==> src/rtl/alu_result_stage.sv <==
// Registered output stage for the 4-bit ALU: derives Z/N/C/V at the input,
// buffers {result, flags} in a small FIFO and keeps a sticky overflow bit.
module alu_result_stage #(
    parameter int WIDTH = 4,
    parameter int DEPTH = 4,
    parameter int LVL_W = 3
) (
    input  logic             clk,
    input  logic             rst_n,
    input  logic             in_valid,
    output logic             in_ready,
    input  logic [WIDTH-1:0] r,
    input  logic             cout,
    input  logic             a_msb,
    input  logic             b_msb,
    input  logic             sub,
    output logic             out_valid,
    input  logic             out_ready,
    output logic [WIDTH-1:0] q,
    output logic [3:0]       flags,
    output logic [LVL_W-1:0] level,
    output logic             sticky_v,
    input  logic             clr_sticky
);

    localparam int PTR_W = (DEPTH > 1) ? $clog2(DEPTH) : 1;
    localparam int ENT_W = WIDTH + 4;

    logic [ENT_W-1:0] mem_q [DEPTH];
    logic [PTR_W-1:0] wr_ptr_q, wr_ptr_d;
    logic [PTR_W-1:0] rd_ptr_q, rd_ptr_d;
    logic [LVL_W-1:0] level_q, level_d;
    logic             sticky_q, sticky_d;

    logic             z_in, n_in, v_in;
    logic [3:0]       flags_in;
    logic             push, pop;
    logic [ENT_W-1:0] head;

    // Subtract overflow compares A against the un-inverted B, hence the flipped sign test.
    always_comb begin
        z_in     = ~|r;
        n_in     = r[WIDTH-1];
        v_in     = sub ? ((a_msb != b_msb) & (r[WIDTH-1] != a_msb))
                       : ((a_msb == b_msb) & (r[WIDTH-1] != a_msb));
        flags_in = {z_in, n_in, cout, v_in};
    end

    always_comb begin
        in_ready  = (level_q != LVL_W'(DEPTH));
        out_valid = (level_q != '0);
        push      = in_valid & in_ready;
        pop       = out_valid & out_ready;
    end

    always_comb begin
        wr_ptr_d = wr_ptr_q;
        rd_ptr_d = rd_ptr_q;
        level_d  = level_q;
        sticky_d = sticky_q;
        if (push) wr_ptr_d = wr_ptr_q + PTR_W'(1);
        if (pop)  rd_ptr_d = rd_ptr_q + PTR_W'(1);
        case ({push, pop})
            2'b10:   level_d = level_q + LVL_W'(1);
            2'b01:   level_d = level_q - LVL_W'(1);
            default: level_d = level_q;
        endcase
        // A new overflow outranks a clear arriving in the same cycle.
        if (push && v_in)   sticky_d = 1'b1;
        else if (clr_sticky) sticky_d = 1'b0;
    end

    always_ff @(posedge clk) begin
        if (!rst_n) begin
            wr_ptr_q <= '0;
            rd_ptr_q <= '0;
            level_q  <= '0;
            sticky_q <= 1'b0;
        end else begin
            wr_ptr_q <= wr_ptr_d;
            rd_ptr_q <= rd_ptr_d;
            level_q  <= level_d;
            sticky_q <= sticky_d;
        end
    end

    // Storage is left uncleared; pointers and level alone define validity.
    always_ff @(posedge clk) begin
        if (push) mem_q[wr_ptr_q] <= {r, flags_in};
    end

    always_comb begin
        head     = mem_q[rd_ptr_q];
        q        = out_valid ? head[ENT_W-1:4] : '0;
        flags    = out_valid ? head[3:0] : 4'b0000;
        level    = level_q;
        sticky_v = sticky_q;
    end

endmodule

==> config.mk <==
export PLATFORM = sky130hd
export DESIGN_NAME = alu_result_stage
export DESIGN_NICKNAME = d
export VERILOG_FILES = /design/src/rtl/alu_result_stage.sv
export SDC_FILE = /design/constraint.sdc
export NUM_CORES = 1
export LEC_CHECK = 0
export BUFFER_PORTS_ARGS = -buffer_cell sky130_fd_sc_hd__clkbuf_2
export CORE_ASPECT_RATIO = 0.5
export CORE_MARGIN = 4
export CORE_UTILIZATION = 45
export DETAILED_ROUTE_END_ITERATION = 10
export GPL_TIMING_DRIVEN = 0
export PLACE_DENSITY = 0.74
export SYNTH_ARGS = -nofsm -noshare
export SYNTH_HDL_FRONTEND = slang
export SYNTH_SLANG_ARGS = --single-unit
==> constraint.sdc <==
create_clock -name clk -period 2.4 [get_ports clk]
set_clock_uncertainty 0.15 [all_clocks]
set_input_delay 0.48 -clock clk [delete_from_list [all_inputs] [get_ports clk]]
set_output_delay 0.48 -clock clk [all_outputs]
set_load 0.005 [all_outputs]
==> results.tsv <==
stage	metric	value	unit
global_routing	antenna_found_initial	0	
yosys	synth_area_leader_cell	edfxtp_1	
route	dr.pass1.iters	4	
cells_and_area	regArea	0.001052	mm^2
yosys	yosysTopAreaCellShare	0.5169	
flow_run	maxCapViolations	0	
min_path	holdPathStages	1	
yosys	synth-seq-cells	38	
timing	clock.fmax	0.4307	GHz
clocking	numCtsBuffers	5	
timing	fin_hold_ws	268.8	ps
clocking	cts_tree	yes	
cells_and_area	drive_gt1_frac	0.4558	
worst_setup_path	cpMaxStageDelayCell	or3_2	
die	start_util	0.4710	
clocking	htree_levels	2	
yosys	yosysWarningCount	0	
route	wl_per_cell	14.12	um
clocking	clk_pin_slew	70	ps
yosys	synth_common_cells	28 x edfxtp_1, 10 x dfxtp_1, 7 x inv_1, 7 x mux4_2, 7 x nor2b_1	
die	fp-row-count	15	
yosys	synth_area	0.001627	mm^2
pwr	powerDensity	1018	mW/mm^2
run_status	status	complete, no violations	
worst_setup_path	ff2ff_path_depth	8	
global_routing	grt_pass1_wl	4643	um
worst_setup_path	reg2reg_to	level[2]	
worst_setup_path	cp-end-kind	flop	
cells_and_area	multiInputGateArea	546.8	um^2
timing	fin_crit_sh	0.9675	
route	via_per_inst	4.742	
route	initialDrtViolationCount	58	
route	finalWirelength	2796	um
die	coreArea	0.003453	mm^2
timing	setup_tns	0	ps
worst_setup_path	slowest_delay	420	ps
pwr	ir_drop	501.3	uV
clocking	postCtsHoldBufs	0	
min_path	min_from	cout	
timing	period_needed	2322	ps
worst_setup_path	required	2450	ps
yosys	syn_inst	107	
worst_setup_path	start_kind	flop	
global_routing	grt_max_degree	12	
cells_and_area	n_antenna_cell	0	
place	place.gp.congestion	0.7750	
clocking	cts.sinks	38	
worst_setup_path	crit_type	reg -> reg	
yosys	synth_area_leaders	edfxtp_1 52%, dfxtp_1 12%, mux4_2 9.7%	
die	die_w	93.03	um
timing	max_slew_margin	0.6000	
yosys	seq_area_frac_synth	0.6400	
worst_setup_path	regToRegStartpoint	level[1]	
yosys	syn-mean-instance-area	15.20	um^2
yosys	yosys.cell_count.top_type	edfxtp_1	
yosys	synthesis.nets	126	
global_routing	grt-ovfl-total	0	
worst_setup_path	r2r_setup_slack	80	ps
die	pin_count	27	
yosys	async_reset_ff_frac	0	
worst_setup_path	worstPathCellList	or3b_4, nand2_1, ha_2, inv_1, fa_2, xor2_1, or3_2, a21oi_2	
clocking	root_buffer	clkbuf_8	
clocking	clock_path_buffers	2	
yosys	synth_edf_count	28	
worst_setup_path	crit_fanout	4	
min_path	hp-class	in -> reg	
die	die_h	50.51	um
timing	rsz0062_at_grt	yes	
place	port_buffers	25	
die	die_area	0.004699	mm^2
place	dp_hpwl	1883	um
route	drc	0	
global_routing	grt_pass1_vias	953	
timing	final-max-slew-violation-count	0	
timing	hold_viol	0	
cells_and_area	fillers	294	
worst_setup_path	arrival	2380	ps
global_routing	grtUsageTotal	0.1328	
timing	setup_viol	0	
route	antenna_left	0	
min_path	worstHoldEndpoint	mem_q[1][1]	
cells_and_area	area_growth	22.62	%
route	routed-via-count	939	
yosys	synth_ff_type	edfxtp_1	
cells_and_area	nets	166	
timing	tightestPinTransition	594.5	ps
yosys	ys_types	32	
clocking	clk-insertion-delay-late	280	ps
pwr	p_leak	0.0007852	uW
[what timing repair did]
action | CTS | global route
cloned | 0 | 0
setup buffers | 3 | 7
resized for setup | 7 | 3
setup endpoints to repair | 10 | 2
pin swaps | 1 | 2
[registers in the layout (all words and copies together), names as in the netlist, named ones only]
register  cells
wr_ptr_q      2
level         3
mem_q        28
sticky_v      1
rd_ptr_q      2
[kinds of logic (layout without fill, tap and decap cells)]
logic type | after synthesis | count (layout) | share of synthesized area
simple gates | 27 | 27 | 0.09692
buf+inv | 13 | 53 | 0.03769
mux | 8 | 8 | 0.1031
flops | 38 | 38 | 0.6400
compound gates | 10 | 10 | 0.04462
fa+ha+maj | 6 | 6 | 0.05077
xor+xnor | 5 | 5 | 0.02692
[through the flow]
stage	power (uW)	worst slack, ps	util	std cells	instance area, um^2
finish	2030	77.98	0.5775	198	1994
global route	2188	-7.306	0.5775	198	1994
CTS	1949	8.760	0.5594	192	1932
detailed placement	1508	-70.45	0.5279	183	1823
global placement	1490	-51.17	0.5279	183	1823
floorplan	1287	26.83	-	107	1634
[final cells by class]
| type | count | area share |
|---|---|---|
| inverter | 8 | 0.01506 |
| buffer | 3 | 0.01129 |
| timing repair buffer | 35 | 0.1004 |
| clock inverter | 2 | 0.005019 |
| multi-input combinational | 56 | 0.2742 |
| clock buffer | 5 | 0.03450 |
| tap | 51 | 0.03200 |
| sequential | 38 | 0.5276 |
[routing by layer]
layer  vias up  track usage  share of wire
met4         0      0.03650              0
met1       447       0.1694           0.47
met2        22       0.2133           0.49
li1        470            -              -
met3         0      0.05090          0.041
met5         -            0              0
[power breakdown]
group          internal (uW)  switching, uW  total, uW
Clock                    195            205        400
Combinational            417            367        784
Sequential               808           38.7        846
[placed cells by master (no fill, tap or decap), types with 2 or more instances in the layout]
cell type and instances:
a21oi_1 2, a21oi_2 2, and3_2 4, buf_4 11
clkbuf_2 25, clkbuf_8 5, clkinv_2 2, dfxtp_1 7
dfxtp_4 3, edfxtp_1 28, ha_1 4, inv_1 7
mux4_2 7, nand2b_1 2, nand3_1 2, nor2_1 6
nor2b_1 7, xor2_1 5
[how the worst max path moves through the flow]
stage                         from        to  slack, ps  cells after the start
after floorplan           level[0]  level[2]         30                      9
after global placement    level[0]  level[2]        -50                      9
after detailed placement  level[2]  level[2]        -70                      9
after CTS                 level[0]  level[2]          9                      8
after global routing      level[1]  level[2]         -7                      8
final                     level[1]  level[2]         80                      8
[worst max-delay path, delay by kind of cell (launching register included)]
kind	cells	cell delay, ps
buffers and inverters	1	50
AOI/OAI and AO/OA	1	130
xor gates and xnor gates	1	150
and+or+nand+nor	3	910
adders and majority gates	2	520
DFF	1	340
(Power assumes the default switching activity.)
